--- src/rtl/counter_pkg.sv ---
// Shared types and helpers for the up/down counter family.
//   dir_t        : count direction encoding (matches the 'up' input bit)
//   clog2_min1   : ceil(log2(n)) clamped to at least 1, used for counter width
//   MAX_MODULUS  : largest supported modulus
package counter_pkg;

  localparam int unsigned MAX_MODULUS = 65536;

  typedef enum logic {
    DIR_DOWN = 1'b0,
    DIR_UP   = 1'b1
  } dir_t;

  // Width needed to hold 0..n-1; never narrower than one bit.
  function automatic int unsigned clog2_min1(input int n);
    int unsigned w;
    w = 0;
    for (int i = 0; i < 32; i++) begin
      if ((64'd1 << w) < 64'(n)) w = w + 1;
    end
    return (w == 0) ? 1 : w;
  endfunction

endpackage

--- src/rtl/counter_bit_cell.sv ---
// One storage bit of the counter: async-clear D flop fed by either a
// parallel-load value or its own output XOR a toggle enable.
//   clk : rising-edge clock
//   clr : asynchronous active-high clear (forces q to RST)
//   t   : toggle enable (q ^ t when not loading)
//   ld  : load select, takes priority over t
//   d   : load value
//   q   : stored bit
module counter_bit_cell #(
  parameter logic RST = 1'b0
) (
  input  logic clk,
  input  logic clr,
  input  logic t,
  input  logic ld,
  input  logic d,
  output logic q
);

  always_ff @(posedge clk or posedge clr) begin
    if (clr)     q <= RST;
    else if (ld) q <= d;
    else         q <= q ^ t;
  end

endmodule

--- src/rtl/counter_updown_mod.sv ---
// Synchronous modulo-MODULUS up/down counter built from counter_bit_cell
// toggle flops. Cascadable: tc of one stage drives en of the next.
//   clk  : rising-edge clock
//   clr  : asynchronous active-high reset (q=RESET_VAL, wrap=0, err=0)
//   en   : count enable / cascade input
//   up   : 1 = increment, 0 = decrement
//   load : synchronous parallel load (priority over en)
//   d    : load value; values >= MODULUS load MODULUS-1 and set err
//   q    : current count
//   tc   : terminal count, combinational
//   wrap : registered pulse in the cycle q shows a wrapped value
//   err  : sticky illegal-load flag, cleared by clr or a legal load
// Build option: define COUNTER_UPDOWN_MOD_SAT_EN to saturate at the range
// ends instead of wrapping (wrap then stays 0).
module counter_updown_mod
  import counter_pkg::*;
#(
  parameter int unsigned MODULUS   = 10,
  parameter int unsigned RESET_VAL = 0,
  localparam int unsigned WIDTH    = clog2_min1(int'(MODULUS))
) (
  input  logic             clk,
  input  logic             clr,
  input  logic             en,
  input  logic             up,
  input  logic             load,
  input  logic [WIDTH-1:0] d,
  output logic [WIDTH-1:0] q,
  output logic             tc,
  output logic             wrap,
  output logic             err
);

  // Elaboration-time parameter legality.
  if (MODULUS < 2 || MODULUS > MAX_MODULUS) begin : g_bad_modulus
    $error("counter_updown_mod: MODULUS must be in 2..65536");
  end
  if (RESET_VAL >= MODULUS) begin : g_bad_reset_val
    $error("counter_updown_mod: RESET_VAL must be < MODULUS");
  end

  localparam logic [WIDTH-1:0] MAX_Q   = WIDTH'(MODULUS - 1);
  localparam logic [WIDTH:0]   MOD_EXT = (WIDTH + 1)'(MODULUS);
  localparam logic [WIDTH-1:0] RST_V   = WIDTH'(RESET_VAL);

  dir_t             dir;
  logic             at_term_c;
  logic             legal_ld_c;
  logic [WIDTH-1:0] ld_val_c;
  logic [WIDTH-1:0] t_c;
  logic             ld_c;
  logic [WIDTH-1:0] d_c;
  logic             chain_c;
  logic             wrap_nxt_c;

  assign dir        = dir_t'(up);
  assign at_term_c  = (dir == DIR_UP) ? (q == MAX_Q) : (q == '0);
  assign tc         = en & at_term_c;
  // Extend by one bit so MODULUS=2**WIDTH compares correctly.
  assign legal_ld_c = ({1'b0, d} < MOD_EXT);
  assign ld_val_c   = legal_ld_c ? d : MAX_Q;

  // Per-bit toggle enables plus load / terminal override.
  always_comb begin
    t_c        = '0;
    ld_c       = 1'b0;
    d_c        = ld_val_c;
    wrap_nxt_c = 1'b0;
    // Bit i toggles when all lower bits are 1 (up) or all 0 (down).
    chain_c    = 1'b1;
    for (int i = 0; i < WIDTH; i++) begin
      t_c[i]  = en & chain_c;
      chain_c = chain_c & ((dir == DIR_UP) ? q[i] : ~q[i]);
    end
    if (load) begin
      t_c  = '0;
      ld_c = 1'b1;
      d_c  = ld_val_c;
    end else if (tc) begin
`ifdef COUNTER_UPDOWN_MOD_SAT_EN
      t_c = '0;
`else
      // Force the wrap target; for power-of-two moduli this equals the
      // natural overflow result of the toggle chain.
      t_c        = '0;
      ld_c       = 1'b1;
      d_c        = (dir == DIR_UP) ? '0 : MAX_Q;
      wrap_nxt_c = 1'b1;
`endif
    end
  end

  for (genvar i = 0; i < WIDTH; i++) begin : g_bit
    counter_bit_cell #(
      .RST (RST_V[i])
    ) u_cell (
      .clk (clk),
      .clr (clr),
      .t   (t_c[i]),
      .ld  (ld_c),
      .d   (d_c[i]),
      .q   (q[i])
    );
  end

  // Wrap pulse and sticky error flag.
  always_ff @(posedge clk or posedge clr) begin
    if (clr) begin
      wrap <= 1'b0;
      err  <= 1'b0;
    end else begin
      wrap <= wrap_nxt_c;
      if (load) err <= ~legal_ld_c;
    end
  end

endmodule

--- config.mk ---
export PLATFORM = sky130hd
export DESIGN_NAME = counter_updown_mod
export DESIGN_NICKNAME = d
export VERILOG_FILES = /design/src/rtl/counter_pkg.sv /design/src/rtl/counter_bit_cell.sv /design/src/rtl/counter_updown_mod.sv
export SDC_FILE = /design/constraint.sdc
export NUM_CORES = 1
export LEC_CHECK = 0
export CORE_MARGIN = 5
export CORE_UTILIZATION = 35
export CTS_CLUSTER_DIAMETER = 50
export CTS_CLUSTER_SIZE = 16
export DETAILED_ROUTE_END_ITERATION = 12
export PLACE_DENSITY = 0.69
export SLEW_MARGIN = 20
export SYNTH_ARGS = -nofsm -noshare
export SYNTH_HDL_FRONTEND = slang
export SYNTH_SLANG_ARGS = --single-unit
--- constraint.sdc ---
create_clock -name clk -period 1.78 [get_ports clk]
set_input_delay 0.356 -clock clk [delete_from_list [all_inputs] [get_ports clk]]
set_output_delay 0.356 -clock clk [all_outputs]
set_load 0.05 [all_outputs]
## After elaboration in Yosys (flattened, before gate mapping)

Index checks and enable logic that the tools add are counted.

| word-level totals | value |
|---|---|
| memory bits (read-only) | 0 |
| logic and storage cells | 40 |
| memories kept | 0 |
| bits in latches | 0 |
| output and inout bits | 7 |
| RAM bits | 0 |
| input bits | 9 |
| register bits after elaboration | 6 |

| cells by class | value |
|---|---|
| muxes and demuxes | 17 |
| magnitude comparators | 1 |
| $mul | 0 |
| add/subtract/negate cells | 0 |
| divide/modulo/power cells | 0 |
| reductions and logical operators | 1 |
| bitwise gates (word level) | 14 |
| shift operators | 0 |
| equality and inequality tests | 1 |

Operator list:

| kind | number |
|---|---|
| $mux 4 | 6 |
| $mux 1 | 11 |
| $and 1x1->1 | 6 |
| $eq 4x4->1 const B | 1 |
| $logic_not 4->1 | 1 |
| $lt 4x4->1 const B | 1 |
| $not 1->1 | 4 |
| $xor 1x1->1 | 4 |

## Longest topological paths before layout

| logic depth | value |
|---|---|
| depth after elaboration | 9 |
| depth in mapped cells | 5 |
| mapped depth without buffers | 4 |

## Modules after synthesis

From an unflattened synthesis, not the netlist that was laid out.

| unflattened totals | value |
|---|---|
| cells, all modules | 48 |
| area total of the unflattened synthesis | 442.9 µm² |

By module, submodules not included:

| module | area an instance (µm²) | instances | cells an instance | sequential area each (µm²) |
|---|---|---|---|---|
| counter_updown_mod | 257.7 | 1 | 28 | 50.0 |
| counter_bit_cell | 46.3 | 4 | 5 | 25.0 |

## Worst setup path after synthesis

OpenSTA, ideal clock, no wires.

| timing path | value |
|---|---|
| path kind | input-to-output |
| start point | input port up |
| end point | output port tc |
| buffers on the path | 1 |
| data arrival time | 1.820 ns |
| path slack | -0.396 ns |
| data required time | 1.424 ns |
| cell stages on the path | 4 |
| cell sequence | buf_6 nor3_1 nor2_2 nor3_1 |

| between the ends | value |
|---|---|
| cells in the longest elaborated chain, start to end | 2 |

Ends and longest elaborated chain:

| item | line | RTL |
|---|---|---|
| start, declared | counter_updown_mod.sv:25 | `input logic up,` |
| $mux 1 | counter_updown_mod.sv:57 | `assign at_term_c = (dir == DIR_UP) ? (q == MAX_Q) : (q == '0);` |
| $and 1x1->1 | counter_updown_mod.sv:58 | `assign tc = en & at_term_c;` |
| end, declared | counter_updown_mod.sv:29 | `output logic tc,` |

Every way passes these cells.

## Worst setup path after layout

| timing path | value |
|---|---|
| start point | input port en |
| end point | output port tc |

| between the ends | value |
|---|---|
| cells in the longest elaborated chain, start to end | 1 |

Ends and longest elaborated chain:

| item | line | RTL |
|---|---|---|
| start, declared | counter_updown_mod.sv:24 | `input logic en,` |
| $and 1x1->1 | counter_updown_mod.sv:58 |  |

Every way passes these cells.

==> impl.org <==
** GRT
- Overall fraction of global-route tracks in use :: 0.0974
- The first global-routing pass estimated between 1 and 1.5 mm of wire.
- Via count of the first global-routing pass :: 344
- Leftover overflow at the end of global routing :: 0
- Entering global routing, the biggest net connects 10 pins.
- The number of antenna violations at the first check in global routing was 0.

** Power
- Cell internal pwr :: between 0.3 and 0.4 mW
- Of the total power, registers draw 0.334.
- Overall power consumption after layout is estimated at roughly 0.53 mW.
- VDD sags by at most around 0.00037 V.
- The analysis attributes to cell leakage a power of roughly 0.28 nW.
- Clock power frac :: 0.234
- Proportion of total power due to net switching :: 0.369
- PwrDens :: around 800 nW/um^2
- Of the total power, combinational logic draws 0.432.
- The analysis attributes to net switching a power of 0.194 mW.

** Timing
- Highest clock frequency the design can meet :: ~0.58 GHz
- At the pin with the least slew margin, the transition time is between 0.4 and 0.5 ns.
- Setup repair after global routing missed its margin :: false
- Shortest period the worst path allows :: between 1.5 and 2 ns
- Count of final max-slew check failures :: 0
- Worst-case setup margin in the final layout :: 0.0595 ns
- Setup violations remaining at the end of the flow were counted as 0.
- Final cycle utilization of the critical path :: 0.967
- Relative slew slack :: 0.719
- Clock Skews :: roughly 0.0035 ns
- Setup total negative slack on the finished layout was measured at 0 ns.
- The number of hold violations in the final report was 0.

** Placement
- Half-perimeter wire length of the detailed placement result :: approximately 780 um
- Worst Setup Slack post-DPL :: -0.0814 ns
- Inst Count DP :: slightly below 80
- Port bufs :: 15
- Routability-driven placement finished with a final weighted congestion of 0.749.

** Yosys
- After synthesis the cells add up to between 400 and 500 sq um.
- Post-synth top area share :: 0.330
- Nets in the synthesized netlist :: 60
- Ranking of synthesized cells by area :: dfrtp_1, buf_6, buf_4, o21ai_0, nor3_4
- YS warnings :: 0
- Post-synth EDFFs :: 0
- By instance count, the leading cell after synthesis is dfrtp_1.
- Most used flip-flop cell after synthesis :: dfrtp_1
- Yosys mapped the design onto 27 distinct sky130hd cell types.
- Synthesized instance count :: 51
- The synthesized design spends more area on one cell type than any other, namely dfrtp_1.
- The average instance in the mapped netlist occupies around 8.9 sq um.
- Register area share after synthesis :: 0.330
- FF+latch count, synth :: 6
- By count the netlist is led by dfrtp_1, o21ai_0, buf_4.
- Async set-or-reset flop fraction in the synthesized netlist :: 1.00

** CTS
- Maximum number of buffers from clock root to sink :: 2
- The number of setup buffers added after CTS is 0.
- At the later pin of the worst-skew pair, clock insertion delay measures ~0.24 ns.
- CTS built an H-tree with a depth of 1.
- Total clock buffers created by CTS :: 3
- TritonCTS built the clock tree.
- CTS root buffer :: clkbuf_4
- Clock sink count :: 6
- After clock tree synthesis, the clock-pin slew on the worst setup and hold paths is ~0.040 ns.

** Floorplanning
- The die is between 40 and 50 um tall.
- The initialized floorplan defines 13 standard-cell rows.
- Total core area :: around 1300 sq um
- The die covers between 2000 and 2500 sq um.
- The floorplan step set the die width to ~46 um.
- Boundary pin count :: 16
- The initial utilization of the core area, before any placement, comes to 0.359.

** Cells and area
- At the end of the flow, the number of nets in the layout was 77.
- In the final layout, flip-flops and latches occupy 150 sq um.
- Fillers :: ~120
- Total area of multi-input combinational cells :: 236 sq um
- In the final layout, the share of cells above drive strength 1 is 0.318.
- The count of cells in the finished layout, fillers not included, comes to 81.
- Compared with the post-synthesis result, the final layout area differs by 40.9%.
- 0 antenna diodes ended up in the layout.

** Setup path
- Walking the worst path, the cells encountered are clkdlybuf4s50_1 > nand2_1 > nor3_2 > buf_12.
- Critical path data arrival time :: ~1.4 ns
- CP Class :: in2out
- Of all nets on the critical path, the largest fanout is 3.
- The number of buffers and inverters on the critical path is 2.
- CP required :: between 1 and 1.5 ns
- Grouping stages by cell kind, the critical path spends the most delay in buffers and inverters.
- The slowest stage of the critical path belongs to the cell clkdlybuf4s50_1.
- Capturing element type of the critical path :: output pin
- Startpoint Class :: input pin
- Maximum single-stage delay on the critical path :: 0.50 ns

** Run
- Across the run, the number of max-cap violations was 0.

** Routing
- The pre-antenna-repair detailed-routing pass consisted of 3 iterations.
- In the final routed layout, each cell accounts on average for around 12 um.
- Average via count per standard cell :: between 5 and 6
- Routed Antenna Nets :: 0
- Summed over all layers, the routed wires come to 961 um.
- In this run, the number of DRC markers left after iteration 0 of detailed routing was 10.
- The detailed router placed approximately 420 vias in this run.
- DRC :: 0

** Status
- Status :: finished, final reports clean

** Hold path
- Classification of the worst-slack hold path :: in2async
layer usage:
| metal | up-vias | wire length [um] | track usage |
|---|---|---|---|
| met4 | 0 | 0 | 0.0170 |
| met5 | - | 0 | 0 |
| met2 | 11 | 516 | 0.168 |
| met1 | 201 | 385 | 0.102 |
| met3 | 0 | 60 | 0.0586 |
| li1 | 207 | - | - |
power groups by stage:
stage          Combinational, mW  Clock [mW]  Sequential [mW]
3_3_place_gp               0.227           0            0.176
3_5_place_dp               0.229           0            0.177
4_1_cts                    0.229       0.129            0.176
6_report                   0.227       0.123            0.176
5_1_grt                    0.242       0.136            0.178
2_1_floorplan              0.164           0            0.175
layout make-up:
class / count / area share
repair buffers: 19 / 0.310
inverters: 4 / 0.0234
flip-flops and latches: 6 / 0.234
well taps: 15 / 0.0292
multi-input cells: 34 / 0.368
clock buffers: 3 / 0.0351
placed cells by master (no fill, tap or decap), drive strengths merged:
cell / count
a211o: 1
a21oi: 3
a22o: 1
a2bb2oi: 1
a31oi: 2
and3: 2
buf: 11
clkbuf: 3
clkdlybuf4s50: 7
dfrtp: 6
dlygate4sd2: 1
inv: 4
mux2: 2
nand2: 3
nand3b: 1
nor2: 4
nor2b: 1
nor3: 3
nor4: 1
o21a: 1
o21ai: 5
o31ai: 1
xnor2: 1
xor2: 1
what timing repair did:
| item | 4_1_cts | 5_1_grt |
|---|---|---|
| resized for setup | 2 | 0 |
| setup endpoints to repair | 1 | 0 |
| hold buffers | 0 | 0 |
stage by stage:
step	instance area, sq um	hold WS [ns]	util
3_5_place_dp	616	0.497	0.485
4_1_cts	642	0.337	0.506
2_1_floorplan	460	0.147	-
3_3_place_gp	616	0.493	0.485
6_report	642	0.330	0.506
5_1_grt	642	0.355	0.506
flip-flops by register name, summed over array words and instances (netlist names):
| signal | cells |
|---|---|
| g_bit.u_cell.q | 4 |
| wrap | 1 |
| err | 1 |
cell families after synthesis:
family | share of synthesized area
AO/OA/AOI/OAI | 0.206
XOR/XNOR | 0.0385
buffers and inverters | 0.173
flip-flops | 0.330
multiplexers | 0.0494
AND/OR/NAND/NOR | 0.203
path summary, 6_finish.rpt:
check / endpoint / startpoint / cells after the start / slack, ns
max in group asynchronous: err / clr / 2 / 1.25
hold reg to reg: err / err / 1 / 0.50
setup / recovery: tc / en / 4 / 0.06
hold / removal: g_bit[1].u_cell.q / clr / 2 / 0.33
setup reg to reg: g_bit[3].u_cell.q / g_bit[1].u_cell.q / 4 / 0.42
min in group clk: err / err / 1 / 0.50
Power figures use the tool's default switching activity.
